--- src/rtl/ahb_pkg.sv ---
// Shared AHB definitions: transfer/response encodings, default bus widths and
// the AHB-to-APB bridge state type.
package ahb_pkg;

   localparam int AHB_ADDR_WIDTH    = 32;
   localparam int AHB_DATA_WIDTH    = 32;
   localparam int AHB_NO_OF_MASTERS = 4;

   localparam logic [1:0] HTRANS_IDLE   = 2'b00;
   localparam logic [1:0] HTRANS_BUSY   = 2'b01;
   localparam logic [1:0] HTRANS_NONSEQ = 2'b10;
   localparam logic [1:0] HTRANS_SEQ    = 2'b11;

   localparam logic [1:0] HRESP_OKAY  = 2'b00;
   localparam logic [1:0] HRESP_ERROR = 2'b01;
   localparam logic [1:0] HRESP_RETRY = 2'b10;
   localparam logic [1:0] HRESP_SPLIT = 2'b11;

   // Each APB slave owns a 4 KB window; the index sits just above it.
   localparam int APB_IDX_LSB = 12;
   localparam int APB_IDX_W   = 2;

   typedef enum logic [2:0] {
      ST_IDLE,
      ST_WWAIT,
      ST_SETUP,
      ST_ACCESS,
      ST_ERR1,
      ST_ERR2
   } bridge_state_t;

endpackage

--- src/rtl/apb_psel_decoder.sv ---
// Slave index to one-hot PSEL plus out-of-range flag; purely combinational.
// Both outputs are forced low when vld is low.
module apb_psel_decoder
   import ahb_pkg::*;
#(
   parameter int NUM_SLAVES = 4
) (
   input  logic [APB_IDX_W-1:0]  idx,
   input  logic                  vld,
   output logic [NUM_SLAVES-1:0] psel,
   output logic                  oor
);

   always_comb begin
      psel = '0;
      oor  = vld && (int'(idx) >= NUM_SLAVES);
      for (int i = 0; i < NUM_SLAVES; i++) begin
         if (vld && (int'(idx) == i)) begin
            psel[i] = 1'b1;
         end
      end
   end

endmodule

--- src/rtl/ahb_apb_bridge.sv ---
// AHB slave converting single transfers into APB3 transfers, one in flight.
// Read: 1 wait state, write: 2, plus one per PREADY-low cycle; errors are two-cycle.
module ahb_apb_bridge
   import ahb_pkg::*;
#(
   parameter int ADDR_WIDTH     = AHB_ADDR_WIDTH,
   parameter int DATA_WIDTH     = AHB_DATA_WIDTH,
   parameter int NO_OF_MASTERS  = AHB_NO_OF_MASTERS,
   parameter int NUM_APB_SLAVES = 4
) (
   input  logic                      HCLK,
   input  logic                      HRESET,
   input  logic                      HSEL_APB,
   input  logic [ADDR_WIDTH-1:0]     HADDR,
   input  logic [1:0]                HTRANS,
   input  logic                      HWRITE,
   input  logic [DATA_WIDTH-1:0]     HWDATA,
   input  logic                      HREADY,
   output logic [DATA_WIDTH-1:0]     hrdata_apb,
   output logic                      hready_apb,
   output logic [1:0]                hresp_apb,
   output logic [NO_OF_MASTERS-1:0]  hsplit_apb,
   output logic [ADDR_WIDTH-1:0]     PADDR,
   output logic [NUM_APB_SLAVES-1:0] PSEL,
   output logic                      PENABLE,
   output logic                      PWRITE,
   output logic [DATA_WIDTH-1:0]     PWDATA,
   input  logic [DATA_WIDTH-1:0]     PRDATA,
   input  logic                      PREADY,
   input  logic                      PSLVERR
);

   bridge_state_t             state_q, state_d, start_state;
   logic [ADDR_WIDTH-1:0]     addr_q;
   logic                      write_q;
   logic [NUM_APB_SLAVES-1:0] psel_q, psel_req;
   logic [DATA_WIDTH-1:0]     pwdata_q;
   logic                      accept, oor_req, take, apb_active, pwdata_load;

   assign accept = HSEL_APB && HREADY && (HTRANS != HTRANS_IDLE) && (HTRANS != HTRANS_BUSY);

   apb_psel_decoder #(
      .NUM_SLAVES (NUM_APB_SLAVES)
   ) u_psel_dec (
      .idx  (HADDR[APB_IDX_LSB +: APB_IDX_W]),
      .vld  (accept),
      .psel (psel_req),
      .oor  (oor_req)
   );

   assign start_state = oor_req ? ST_ERR1 : (HWRITE ? ST_WWAIT : ST_SETUP);

   always_ff @(posedge HCLK or posedge HRESET) begin
      if (HRESET) begin
         state_q  <= ST_IDLE;
         addr_q   <= '0;
         write_q  <= 1'b0;
         psel_q   <= '0;
         pwdata_q <= '0;
      end else begin
         state_q <= state_d;
         if (take && accept) begin
            addr_q  <= HADDR;
            write_q <= HWRITE;
            psel_q  <= psel_req;
         end
         if (pwdata_load) begin
            pwdata_q <= HWDATA;
         end
      end
   end

   // take marks the cycles in which a new address phase may be accepted.
   always_comb begin
      state_d     = state_q;
      hready_apb  = 1'b1;
      hresp_apb   = HRESP_OKAY;
      hrdata_apb  = '0;
      apb_active  = 1'b0;
      PENABLE     = 1'b0;
      take        = 1'b0;
      pwdata_load = 1'b0;
      case (state_q)
         ST_IDLE, ST_ERR2: begin
            if (state_q == ST_ERR2) begin
               hresp_apb = HRESP_ERROR;
            end
            take    = 1'b1;
            state_d = accept ? start_state : ST_IDLE;
         end
         ST_WWAIT: begin
            hready_apb  = 1'b0;
            pwdata_load = 1'b1;
            state_d     = ST_SETUP;
         end
         ST_SETUP: begin
            hready_apb = 1'b0;
            apb_active = 1'b1;
            state_d    = ST_ACCESS;
         end
         ST_ACCESS: begin
            apb_active = 1'b1;
            PENABLE    = 1'b1;
            if (!PREADY) begin
               hready_apb = 1'b0;
            end else if (PSLVERR) begin
               hready_apb = 1'b0;
               hresp_apb  = HRESP_ERROR;
               state_d    = ST_ERR2;
            end else begin
               hrdata_apb = write_q ? '0 : PRDATA;
               take       = 1'b1;
               state_d    = accept ? start_state : ST_IDLE;
            end
         end
         ST_ERR1: begin
            hready_apb = 1'b0;
            hresp_apb  = HRESP_ERROR;
            state_d    = ST_ERR2;
         end
         default: begin
            state_d = ST_IDLE;
         end
      endcase
   end

   assign PSEL       = apb_active ? psel_q : '0;
   assign PADDR      = addr_q;
   assign PWRITE     = write_q;
   assign PWDATA     = pwdata_q;
   assign hsplit_apb = '0;

endmodule

--- config.mk ---
export PLATFORM = sky130hd
export DESIGN_NAME = ahb_apb_bridge
export DESIGN_NICKNAME = d
export VERILOG_FILES = /design/src/rtl/ahb_pkg.sv /design/src/rtl/apb_psel_decoder.sv /design/src/rtl/ahb_apb_bridge.sv
export SDC_FILE = /design/constraint.sdc
export NUM_CORES = 1
export LEC_CHECK = 0
export CAP_MARGIN = 20
export CORE_AREA = 2 2 84 86
export CTS_CLUSTER_DIAMETER = 120
export DETAILED_ROUTE_END_ITERATION = 8
export DIE_AREA = 0 0 86 88
export DONT_BUFFER_PORTS = 1
export PLACE_DENSITY = 0.62
export SKIP_CTS_REPAIR_TIMING = 1
export SLEW_MARGIN = 20
export SYNTH_ARGS = -nofsm -noshare
export SYNTH_HDL_FRONTEND = slang
export SYNTH_HIERARCHICAL = 1
export SYNTH_SLANG_ARGS = --single-unit
--- constraint.sdc ---
create_clock -name HCLK -period 3.1 [get_ports HCLK]
set_clock_uncertainty 0.2 [all_clocks]
set_input_delay 0.465 -clock HCLK [delete_from_list [all_inputs] [get_ports HCLK]]
set_output_delay 0.465 -clock HCLK [all_outputs]
set_load 0.03 [all_outputs]
After elaboration in Yosys (flattened, before gate mapping):

Index checks and enable logic that the tools add are counted.

* bits in registers: 72
* bits of input ports: 105
* output and inout port bits: 109
* word-level logic and storage cells: 54

* equality and inequality tests: 10
* multiplexer cells: 25
* reduce and logical (&&, ||, !) cells: 14

Operator list (number)
* 32-bit 2-to-1 mux: 4
* 3-bit one-hot mux with 5 select lines: 1
* 1-bit 2-to-1 mux: 12
* 1-bit logical AND: 8
* 3-bit by 2-bit equality test with 1-bit output (second input constant): 2
* 3-bit equality test (second input constant): 2
* 3-bit 2-to-1 mux: 2
* 2-bit equality test (second input constant): 2
* 2-bit 2-to-1 mux: 2
* 4-bit 2-to-1 mux: 1
* 1-bit one-hot mux with 2 select lines: 2
* 2-bit OR reduction: 2
* 3-bit by 1-bit equality test with 1-bit output (second input constant): 1
* 3-bit zero test: 1
* 1-bit one-hot mux with 3 select lines: 1
* 3-bit OR reduction: 1
* 2-bit by 1-bit equality test with 1-bit output (second input constant): 1
* 2-bit zero test: 1
* 2-bit by 1-bit != test with 1-bit output (second input constant): 1
* 2-bit != test (second input constant): 1
* 2-bit nonzero test: 1

Longest topological paths before layout:

* depth after elaboration: 7
* depth in mapped cells: 5
* mapped depth without buffers: 4

By module:

The synthesis kept the hierarchy.

Modules (own cells, without submodules)
* ahb_apb_bridge: times used 1, cells an instance 232, area each 3186.8 µm²
* apb_psel_decoder: times used 1, cells an instance 6, area each 48.8 µm²

Least setup slack after synthesis:

OpenSTA, ideal clock, no wires.

* kind: register to output
* from: reg state_q[2]
* to: out hrdata_apb[0]
* arrival: 1.657 ns
* required time: 2.435 ns
* path slack: 0.778 ns
* cell stages (with the launch flop): 6
* path buffers: 2
* path through: dfrtp_1 -> buf_2 -> nand2b_1 -> nor4_1 -> clkbuf_1 -> and2_1

* word-level cells in the longest chain between the ends: 2

RTL lines
* from (decl): RTL line ahb_apb_bridge.sv:33 `bridge_state_t state_q, state_d, start_state;`
* from (signal assigned): RTL line ahb_apb_bridge.sv:61 `state_q <= state_d;`
* 3-bit by 2-bit equality test with 1-bit output: RTL line ahb_apb_bridge.sv:83 `case (state_q)`
* 32-bit 2-to-1 mux: RTL line ahb_apb_bridge.sv:83
* to (decl): RTL line ahb_apb_bridge.sv:19 `output logic [DATA_WIDTH-1:0] hrdata_apb,`

No other way between the ends.

Worst setup path in the final report:

* from: reg state_q[2]
* to: out hrdata_apb[8]

The elaborated chain is that of the path after synthesis.

==> implementation parameters <==
Parameter                              Value

Run status
  Run status    finished, final reports clean

Timing
  RSZ-0062 raised after global routing    no
  Tcrit/Tclk final    87.1%
  Number of hold violations in the final report    0
  Sum of negative setup slack    0 ns
  Slew at the pin closest to its max-slew limit    around 0.73 ns
  Fmax    between 300 and 400 MHz
  Remaining max-slew budget at the tightest pin    about half
  Total count of max-transition violations in the final report    0
  Clock period minus final worst setup slack    approximately 2.7 ns
  Number of setup violations in the final report    0
  Worst hold slack across all endpoints    0.0521 ns

Finish
  Sequential cell area    around 1800 um2
  Ratio of cells with drive above 1 in the final layout    a little under two fifths
  Post-route cell area    between 3000 and 4000 um2
  Multi-input gate area    approximately 1300 um2
  Post-Route Utilization    between 50% and 60%
  Area delta synth->final    8.70%
  Fillers    575
  Number of antenna diodes    0
  Post-layout nets    347

Global route
  Overall routing resource usage    between 10% and 20%
  Overall overflow remaining after global route    0
  Vias in the first global route    about 1900
  Antenna violations before repair    0
  Wire length of the first global-routing pass    about 9.7 mm
  Maximum number of pins on one net before global-route repair    37

Logic synthesis
  Cell area after synthesis    around 3200 um2
  Most frequent cell after synthesis    sky130_fd_sc_hd__dfrtp_1
  List of most frequent post-synthesis cells    72 x sky130_fd_sc_hd__dfrtp_1, 63 x sky130_fd_sc_hd__mux2_2, 36 x sky130_fd_sc_hd__and2_1
  Synth Flop Type    sky130_fd_sc_hd__dfrtp_1
  Post-synth EDFFs    0
  Leading post-synthesis cells by cell area    sky130_fd_sc_hd__dfrtp_1 56%, sky130_fd_sc_hd__mux2_2 22%, sky130_fd_sc_hd__and2_1 7.0%
  Seq cells post-synth    72
  Share of flip-flops with an asynchronous set or reset after synthesis    100%
  Yosys warns    6
  Library cell occupying the most area in the post-synthesis netlist    sky130_fd_sc_hd__dfrtp_1
  Post-synthesis cell type count    37
  Gate count after technology mapping    around 240
  Avg Synthesized Cell Area    between 10 and 15 um2
  Top cell type's share of synthesized area    55.7%
  Post-synthesis sequential area ratio    ~56%

Worst setup path
  Class of the most critical setup path    reg2out
  Critical Path Fanout Max    32
  Data required, critical path    ~2.4 ns
  Arrival @ worst endpoint    ~2.0 ns
  Crit start category    register
  Capturing element type of the critical path    output pin

Clock tree
  Htree depth    3
  Number of buffers created by CTS    9
  Maximum root-to-sink buffer count    2
  Latest clock arrival within the worst-skew pair    around 0.34 ns
  Clock tree from TritonCTS    yes
  Clock slew seen by the registers of the worst setup and hold paths    roughly 0.080 ns
  Master cell of the clock root buffer    sky130_fd_sc_hd__clkbuf_8
  Number of clock sinks    a little over 70

Power and ir drop
  Pwr per Cell Area    between 1000 and 1500 nW/um2
  Worst vdd ir    between 600 and 700 uV
  Leakage    1.53 nW

Detailed routing
  Drt first pass iters    6
  Routed via count    between 1500 and 2000
  Via density per instance    5.70
  WL final    ~6.9 mm
  WL/cell    between 20 and 25 um
  Initial DRC count    72
  Number of DRC violations after detailed routing    0
  ANT nets after route    0

Floorplan
  Starting utilization of the core area    48.7%
  Placement Rows    30
  Die width    roughly 86 um
  Top-level port count    214
  Die span in y    88 um
  Standard cell core area    between 6000 and 7000 um2
  Die area    between 7000 and 8000 um2

Placement
  Gp weighted congestion    slightly above 0.7
  Port buffer count    0
  Final HPWL from detailed placement    between 5 and 6 mm
  Total cell area at the placement stage    ~3300 um2

Hold path
  Path category of the worst min-delay check    in2reg

Job
  Number of maximum-capacitance constraint violations    0
## placed cells by master (no fill, tap or decap), types with 2 or more instances in the layout
cell	instances
sky130_fd_sc_hd__a211oi_1	2
sky130_fd_sc_hd__and2_1	36
sky130_fd_sc_hd__and3b_1	2
sky130_fd_sc_hd__buf_4	6
sky130_fd_sc_hd__bufinv_16	2
sky130_fd_sc_hd__clkbuf_8	9
sky130_fd_sc_hd__clkinv_2	2
sky130_fd_sc_hd__conb_1	6
sky130_fd_sc_hd__dfrtp_1	72
sky130_fd_sc_hd__inv_1	4
sky130_fd_sc_hd__mux2_1	6
sky130_fd_sc_hd__mux2_2	63
sky130_fd_sc_hd__nand2b_1	4
sky130_fd_sc_hd__nand3_1	3
sky130_fd_sc_hd__nor2_1	2
## cell type report
cell class / count / area share [%]
sequential: 72 / 51.2
multi-input combinational: 147 / 37.6
clock buffer: 9 / 3.52
inverter: 5 / 0.534
timing repair buffer: 7 / 1.57
tap: 80 / 2.85
clock inverter: 7 / 2.70
## layer usage
metal	vias up	GRT usage (%)	routed length, um
met5	-	0	0
met4	0	7.50	125
met3	11	7.82	751
met2	123	28.7	3550
met1	914	19.7	2490
li1	817	-	-
## cells by family after synthesis
logic type      after synthesis  share of synthesized area, %
mux                          69                          24.0
compound gates               13                          3.75
other cells                   2                         0.232
xor+xnor                      1                         0.271
flops                        72                          55.7
buf+inv                      23                          4.29
simple gates                 57                          11.4
fa+ha+maj                     1                         0.309
## power by group
part           internal (mW)  total (mW)  leakage [nW]  switching [mW]
registers               1.39        2.64         0.866            1.25
logic                  0.577        1.06         0.557           0.481
clock network          0.454       0.810         0.110           0.356
total                   2.42        4.51          1.53            2.08
## critical path: stages (launching register included)
cell and delay, ns:
sky130_fd_sc_hd__dfrtp_1 0.53, sky130_fd_sc_hd__nand2b_1 0.25, sky130_fd_sc_hd__nor4_2 0.22, sky130_fd_sc_hd__buf_4 0.26, sky130_fd_sc_hd__and2_1 0.42
## per-stage QoR
stage | total power [mW] | instances | setup WS (ns)
after floorplan | 3.50 | 242 | 0.610
after CTS | 4.56 | 326 | 0.371
after detailed placement | 3.74 | 310 | 0.713
final | 4.51 | 327 | 0.399
after global routing | 4.72 | 327 | 0.249
after global placement | 3.69 | 310 | 0.750
## registers in the layout, indices dropped and copies added, names as in the netlist
signal,cells
PADDR,32
PWDATA,32
psel_q,4
state_q,3
PWRITE,1
## path summary, 6_finish.rpt
check / from / end / slack [ns] / cells past startpoint
min: HADDR[21] / PADDR[21]$_DFFE_PP0P_ / 0.05 / 1
max in group asynchronous: HRESET / PADDR[0]$_DFFE_PP0P_ / 1.43 / 3
min reg2reg: psel_q[1]$_DFFE_PP0P_ / psel_q[1]$_DFFE_PP0P_ / 0.28 / 1
min in group asynchronous: HRESET / PADDR[4]$_DFFE_PP0P_ / 0.51 / 2
max reg2reg: state_q[2]$_DFFE_PP0P_ / PADDR[25]$_DFFE_PP0P_ / 0.72 / 4
max: state_q[2]$_DFFE_PP0P_ / hrdata_apb[8] / 0.40 / 4
(Power assumes the default switching activity.)
